$ cat src/rtl/muldiv_seq.sv
// muldiv_seq: iterative RV32M MUL/DIV/DIVU/REM/REMU sequencer borrowing the core's shared ALU.
// Optional MULDIV_EARLY_OUT_EN ends MUL once the remaining multiplier bits are all zero.
module muldiv_seq #(
    parameter int ITER = 32
) (
    input  logic        clk,
    input  logic        reset,
    input  logic        start,
    input  logic [2:0]  op,
    input  logic [31:0] in_a,
    input  logic [31:0] in_b,
    input  logic        kill,
    output logic        ready,
    output logic        out_valid,
    input  logic        out_ready,
    output logic [31:0] result,
    output logic        alu_req,
    output logic [3:0]  alu_ctl,
    output logic [31:0] alu_a,
    output logic [31:0] alu_b,
    input  logic [31:0] alu_result
);
    typedef enum logic [2:0] {S_IDLE, S_PREP, S_MUL, S_DIV_CMP, S_DIV_SUB, S_FIX, S_DONE} state_t;
    state_t r_state, w_next;
    logic [2:0]  r_op;
    logic [31:0] r_a, r_b, r_p, r_m, r_q, r_result;
    logic [5:0]  r_cnt;
    logic        r_negq, r_negr, r_ge;
    logic        w_illegal, w_div, w_signed, w_ge, w_last, w_mul_done;
    logic [31:0] w_rs, w_q_sh;
    assign w_illegal = ~r_op[2] & |r_op[1:0];
    assign w_div     = r_op[2];
    assign w_signed  = ~r_op[0];
    assign w_rs      = {r_p[30:0], r_q[31]};
    assign w_ge      = r_p[31] | alu_result[0];
    assign w_last    = r_cnt == 6'(ITER - 1);
    assign w_q_sh    = r_q >> 1;
`ifdef MULDIV_EARLY_OUT_EN
    assign w_mul_done = w_last || w_q_sh == 32'd0;
`else
    assign w_mul_done = w_last;
`endif
    assign ready     = r_state == S_IDLE;
    assign out_valid = r_state == S_DONE;
    assign result    = r_result;

    always_ff @(posedge clk) begin
        if (reset) r_state <= S_IDLE;
        else       r_state <= w_next;
    end

    always_comb begin
        w_next  = r_state;
        alu_req = 1'b0;
        alu_ctl = 4'd0;
        alu_a   = 32'd0;
        alu_b   = 32'd0;
        case (r_state)
            S_IDLE:    w_next = start ? S_PREP : S_IDLE;
            S_PREP:    w_next = (w_illegal || (w_div && r_b == 32'd0)) ? S_DONE : w_div ? S_DIV_CMP : S_MUL;
            S_MUL: begin
                alu_req = 1'b1;
                alu_ctl = 4'b0010;
                alu_a   = r_p;
                alu_b   = r_m;
                w_next  = w_mul_done ? S_FIX : S_MUL;
            end
            S_DIV_CMP: begin
                alu_req = 1'b1;
                alu_ctl = 4'b1111;
                alu_a   = w_rs;
                alu_b   = r_m;
                w_next  = S_DIV_SUB;
            end
            // Visited even when no subtract is needed so division latency stays fixed
            S_DIV_SUB: begin
                alu_req = r_ge;
                alu_ctl = r_ge ? 4'b0110 : 4'd0;
                alu_a   = r_ge ? r_p : 32'd0;
                alu_b   = r_ge ? r_m : 32'd0;
                w_next  = w_last ? S_FIX : S_DIV_CMP;
            end
            S_FIX:     w_next = S_DONE;
            S_DONE:    w_next = out_ready ? S_IDLE : S_DONE;
            default:   w_next = S_IDLE;
        endcase
        if (kill) w_next = S_IDLE;
    end

    always_ff @(posedge clk) begin
        if (reset) begin
            r_op     <= 3'd0;
            r_a      <= 32'd0;
            r_b      <= 32'd0;
            r_p      <= 32'd0;
            r_m      <= 32'd0;
            r_q      <= 32'd0;
            r_result <= 32'd0;
            r_cnt    <= 6'd0;
            r_negq   <= 1'b0;
            r_negr   <= 1'b0;
            r_ge     <= 1'b0;
        end else begin
            case (r_state)
                S_IDLE: begin
                    if (start) begin
                        r_op <= op;
                        r_a  <= in_a;
                        r_b  <= in_b;
                    end
                end
                S_PREP: begin
                    r_cnt <= 6'd0;
                    r_p   <= 32'd0;
                    if (w_illegal) r_result <= 32'd0;
                    else if (w_div && r_b == 32'd0) r_result <= r_op[1] ? r_a : 32'hFFFF_FFFF;
                    else if (!w_div) begin
                        r_m <= r_a;
                        r_q <= r_b;
                    end else begin
                        r_q    <= (w_signed && r_a[31]) ? -r_a : r_a;
                        r_m    <= (w_signed && r_b[31]) ? -r_b : r_b;
                        r_negq <= w_signed & (r_a[31] ^ r_b[31]);
                        r_negr <= w_signed & r_a[31];
                    end
                end
                S_MUL: begin
                    if (r_q[0]) r_p <= alu_result;
                    r_m   <= r_m << 1;
                    r_q   <= w_q_sh;
                    r_cnt <= r_cnt + 6'd1;
                end
                // The shifted-out remainder MSB is folded into ge, so R only needs 32 bits
                S_DIV_CMP: begin
                    r_p  <= w_rs;
                    r_q  <= {r_q[30:0], w_ge};
                    r_ge <= w_ge;
                end
                S_DIV_SUB: begin
                    if (r_ge) r_p <= alu_result;
                    r_cnt <= r_cnt + 6'd1;
                end
                S_FIX: r_result <= !w_div ? r_p : r_op[1] ? (r_negr ? -r_p : r_p) : (r_negq ? -r_q : r_q);
                default: ;
            endcase
        end
    end
endmodule

$ cat config.mk
export PLATFORM = sky130hd
export DESIGN_NAME = muldiv_seq
export DESIGN_NICKNAME = d
export VERILOG_FILES = /design/src/rtl/muldiv_seq.sv
export SDC_FILE = /design/constraint.sdc
export NUM_CORES = 1
export LEC_CHECK = 0
export ABC_AREA = 1
export CAP_MARGIN = 10
export CORE_MARGIN = 2
export CORE_UTILIZATION = 40
export CTS_BUF_LIST = sky130_fd_sc_hd__clkbuf_4 sky130_fd_sc_hd__clkbuf_8
export CTS_CLUSTER_SIZE = 25
export DETAILED_ROUTE_END_ITERATION = 16
export HOLD_SLACK_MARGIN = 0.03
export PLACE_DENSITY_LB_ADDON = 0.15
export SYNTH_ARGS = -nofsm -noshare
export SYNTH_HDL_FRONTEND = slang
export SYNTH_SLANG_ARGS = --single-unit
export TNS_END_PERCENT = 5
$ cat constraint.sdc
create_clock -name clk -period 2.4 [get_ports clk]
set_input_delay 0.6 -clock clk [delete_from_list [all_inputs] [get_ports clk]]
set_output_delay 0.6 -clock clk [all_outputs]
set_load 0.01 [all_outputs]
; ---- After elaboration in Yosys (flattened, before gate mapping)
; Cells that the tools add are included.
[totals]
ff_bits = 207
word_cells = 95
[classes]
n_addsub = 5
n_eq_ne = 12
n_mux = 36
n_bitwise = 9
n_reduce_logical = 21
[op_table]
columns = op, n
row1 = $mux W32, 19
row2 = $pmux W32 S2, 3
row3 = $pmux W32 S3, 2
row4 = $neg A32 Y32, 4
row5 = $pmux W32 S4, 1
row6 = $logic_not A32 Y1, 1
row7 = $pmux W3 S7, 1
row8 = $mux W3, 5
row9 = $pmux W4 S3, 1
row10 = $pmux W6 S2, 1
row11 = $eq A3 B3 Y1 const B, 3
row12 = $reduce_and A3 Y1, 3
row13 = $ne A2 B2 Y1 const B, 4
row14 = $reduce_or A2 Y1, 4
row15 = $add A6 B1 Y6 const B, 1
row16 = $eq A3 B2 Y1 const B, 2
row17 = $eq A6 B5 Y1 const B, 1
row18 = $reduce_bool A2 Y1, 3
row19 = $not A1 Y1, 4
row20 = $reduce_and A2 Y1, 2
row21 = $reduce_and A4 Y1, 1
row22 = $reduce_bool A4 Y1, 1
row23 = $and A1 B1 Y1, 3
row24 = $eq A3 B1 Y1 const B, 1
row25 = other kinds (9), 12

; ---- Longest topological paths before layout
; Gate-level depths: netlist of the first run.
[logic_depth]
depth_word = 7
ltp_mapped = 16
ltp_nobuf = 15

; ---- Worst setup path after synthesis of the first run
; OpenSTA, ideal clock, no wires.
[synth_timing]
kind = register to output
start = reg r_state[2]
end = out alu_ctl[1]
arrival_time_ns = 1.434
t_required_ns = 1.800
slack_ns = 0.366
path_stages_with_launch = 7
n_path_buf = 1
path_cell_list = dfxtp_1 -> inv_2 -> nand3_2 -> nand2_1 -> nor2_1 -> buf_2 -> inv_1
[synth_via]
elab_chain_len = 2
elab_cells_between_ends = 4
cone_classes = eq/ne (3) / mux (1)
[synth_lines]
columns = element, line_no
row1 = from (decl), 24  ; state_t r_state, w_next;
row2 = from (signal assigned), 49  ; else r_state <= w_next;
row3 = $eq A3 B3 Y1 or $eq A3 B2 Y1 (tied branches), 58  ; case (r_state)
row4 = $pmux W4 S3 *, 58
row5 = to (decl), 18  ; output logic [3:0] alu_ctl,
; Every way passes the cells marked *; elsewhere a longest branch is shown, timed or not.

; ---- Worst setup path in the final report of the first run
[layout_timing]
start = reg r_state[0]
end = out ready
[layout_via]
elab_chain_len = 1
[layout_lines]
columns = element, line_no
row1 = $logic_not A3 Y1, 43  ; assign ready = r_state == S_IDLE;
row2 = to (decl), 13  ; output logic ready,
; No other way between the ends.

==> results of run 1 <==
power by group through the flow:
stage	logic [mW]	clock network, mW	registers (mW)
2_1_floorplan	1.86	0	3.95
3_3_place_gp	3.20	0	4.03
3_5_place_dp	3.20	0	4.03
4_1_cts	3.23	4.04	3.97
5_1_grt	3.60	4.20	4.00
6_report	3.31	4.00	3.98
registers in the layout (all words and copies together) (netlist names):
signal,cells
r_p,32
r_state,3
r_m,32
r_ge,1
result,32
r_b,32
r_a,32
r_negq,1
r_cnt,6
r_q,32
r_op,3
r_negr,1
final timing paths:
| check | from | endpoint | slack, ps |
|---|---|---|---|
| setup / recovery | r_state[0] | ready | -240 |
| hold / removal | r_cnt[5] | r_cnt[5] | 460 |
| setup reg to reg | r_b[1] | result[30] | 140 |
| hold reg to reg | r_cnt[5] | r_cnt[5] | 460 |
cells by family (layout without fill, tap and decap cells):
logic type	count (synthesis)	after routing
compound gates	724	724
xor+xnor	18	18
fa+ha+maj	5	5
buf+inv	384	656
flops	207	207
other cells	0	1
simple gates	986	986
worst max-delay path: stages (launching register included):
cell and delay, ps:
dfxtp_4 350, nor2_4 90, inv_2 40, nor2_1 310, clkdlybuf4s50_1 620
per-layer routing:
metal,GRT usage,routed length (µm)
met2,0.5485,28970
met3,0.05067,5004
met1,0.4631,27810
met4,0.2438,4845
met5,0,0
timing repair:
action / 4_1_cts / 5_1_grt
setup buffers: 2 / 5
gates cloned: 3 / 0
setup endpoints to repair: 71 / 103
pin swaps: 1 / 3
resized for setup: 285 / 56
layout by cell type, fill, tap and decap left out, drive strengths merged, types with 2 or more instances in the layout:
| cell | netlist | final |
|---|---|---|
| nand2 | 413 | 413 |
| o21ai | 304 | 304 |
| a21oi | 288 | 288 |
| nor2 | 265 | 265 |
| nand3 | 254 | 254 |
| inv | 237 | 237 |
| dfxtp | 207 | 207 |
| buf | 67 | 207 |
| clkdlybuf4s50 | 0 | 136 |
| clkbuf | 78 | 62 |
| o22ai | 51 | 51 |
| a22oi | 45 | 45 |
| nand4 | 21 | 21 |
| nor3 | 21 | 21 |
| xor2 | 17 | 17 |
| o211ai | 12 | 12 |
| or2 | 8 | 8 |
| clkinv | 2 | 8 |
| o221ai | 5 | 5 |
| ha | 5 | 5 |
| a211oi | 5 | 5 |
| o21a | 3 | 3 |
| a221oi | 3 | 3 |
| o21bai | 3 | 3 |
| a21boi | 3 | 3 |
| clkinvlp | 0 | 2 |
| bufinv | 0 | 2 |
cell type report:
type	instances	area [µm²]
multi-input cells	1733	8587
repair buffers	346	3052
flip-flops and latches	207	4153
inverters	239	908.4
diodes	1	2.502
fillers	3651	16400
clock inverters	10	102.6
clock buffers	61	770.7
well taps	455	569.3
metrics by stage:
| stage | setup TNS, ps | total power [mW] | setup WS, ps |
|---|---|---|---|
| 6_report | -9052 | 11.29 | -240.5 |
| 5_1_grt | -13090 | 11.81 | -276.5 |
| 4_1_cts | -11140 | 11.23 | -331.8 |
| 3_5_place_dp | 0 | 7.234 | 68.07 |
| 3_3_place_gp | 0 | 7.233 | 100.5 |
| 2_1_floorplan | 0 | 5.809 | 366.1 |
==> out/qor.csv, run 1 <==
metric,value,unit
synthTopCellsByArea,"dfxtp_1, nand2_1, a21oi_1, o21ai_0, nand3_1",
wire_per_inst,21.83,µm
placed_area,0.01722,mm²
ant_nets,0,
dieWidth,191.3,µm
first_global_vias,16270,
power_leakage,7.761,nW
switching_power,4.165,mW
layout-drive-gt1-share,0.1441,
synth-edff-count,0,
synth_top_family_by_area,simple AND/OR/NAND/NOR gates,
synth-simple-area-share,0.2999,
overflow,0,
worst_slew_pin_slew,760.4,ps
holdPathStages,2,
internal-power,7.122,mW
clk_latency,620,ps
clock-sinks,207,
post-route-util,0.5253,
synth_mux_area_frac,0,
start_util,0.4063,
ctsHoldBuffers,0,
finalCriticalPeriod,2641,ps
core_area,0.03454,mm²
ys_seq_area_frac,0.2952,
drt_iter0_drc,1720,
seqPwrFrac,0.353,
dr_total_vias,17410,
ir_worst_vdd,402.7,µV
outcome,"complete, but fails checks",
cts_root_buf,clkbuf_8,
syn-cell-area,0.01404,mm²
p_clk_frac,0.354,
nets,2677,
clock_path_buffers,3,
htreeDepth,2,
die_y,191.3,µm
violations,negative setup slack,
synth_commonest_cells,"nand2_1, a21oi_1, o21ai_0",
crit_fanout,2,
synthArstFlopShare,0,
place_congestion,1.002,
avgSynthCellArea,6.040,µm²
num_rows,68,
synthAdderAreaFrac,0.004457,
cts_buffers,41,
endpoint_kind,primary output,
fmax,378.7,MHz
synth_flop_cell,dfxtp_1,
io_buffers,206,
yosysUniqueCellTypes,45,
worstSetupStartpointType,flop,
antenna_found_initial,0,
p_per_area,622.0,mW/mm²
synth.most_common_cell,nand2_1,
stdcell_area,0.01814,mm²
synth_fp_nets,2433,
synthXorXnorAreaFrac,0.01123,
cts_tree,done,
die-area,0.03660,mm²
cap_violations,0,
rsz0062_at_grt,yes,
syn_inst,2324,
finalNonFillerCells,3052,
wl,66.62,mm
swShare,0.3690,
min_path_type,reg2reg,
criticalPathCategory,reg2out,
track_usage,0.3573,
pwr-share-comb,0.293,
crit_arrival,2040,ps
slew_viol_final,0,
r2r_cells,13,
area_growth,29.27,%
grt_max_degree,81,
synth_seq_cells,207,
post-place-cells,2971,
finalSetupViolations,69,
max-slew-margin-rel,0.4877,
first_pass_iters,9,
dp_hpwl,50.22,mm
route.detailed.drc,0,
synth_top_area_share,0.2952,
grt_pass1_wl,98.54,mm
worst_slack,-240.5,ps
holdWs,463.8,ps
finalCritPeriodShare,1.100,
finalHoldViolCount,0,
io_pins,207,
synth_compound_area_frac,0.2793,
yosysWarnings,0,
clk_pin_slew,50,ps
yosys.area.top_type,dfxtp_1,
via_per_inst,5.703,
finClkSkew,42.35,ps
cp.required,1800,ps
Power figures use the tool's default switching activity.
==> run 2, diff against run 1 <==
--- a/config.mk
+++ b/config.mk
@@ -12,8 +12,10 @@
 export CTS_BUF_LIST = sky130_fd_sc_hd__clkbuf_4 sky130_fd_sc_hd__clkbuf_8
 export CTS_CLUSTER_SIZE = 25
 export DETAILED_ROUTE_END_ITERATION = 16
+export GPL_ROUTABILITY_DRIVEN = 1
 export HOLD_SLACK_MARGIN = 0.03
 export PLACE_DENSITY_LB_ADDON = 0.15
+export SLEW_MARGIN = 20
 export SYNTH_ARGS = -nofsm -noshare
 export SYNTH_HDL_FRONTEND = slang
 export SYNTH_SLANG_ARGS = --single-unit
==> results of run 2 <==
No change in the layout: final DEF, timing and power equal those of run 1.
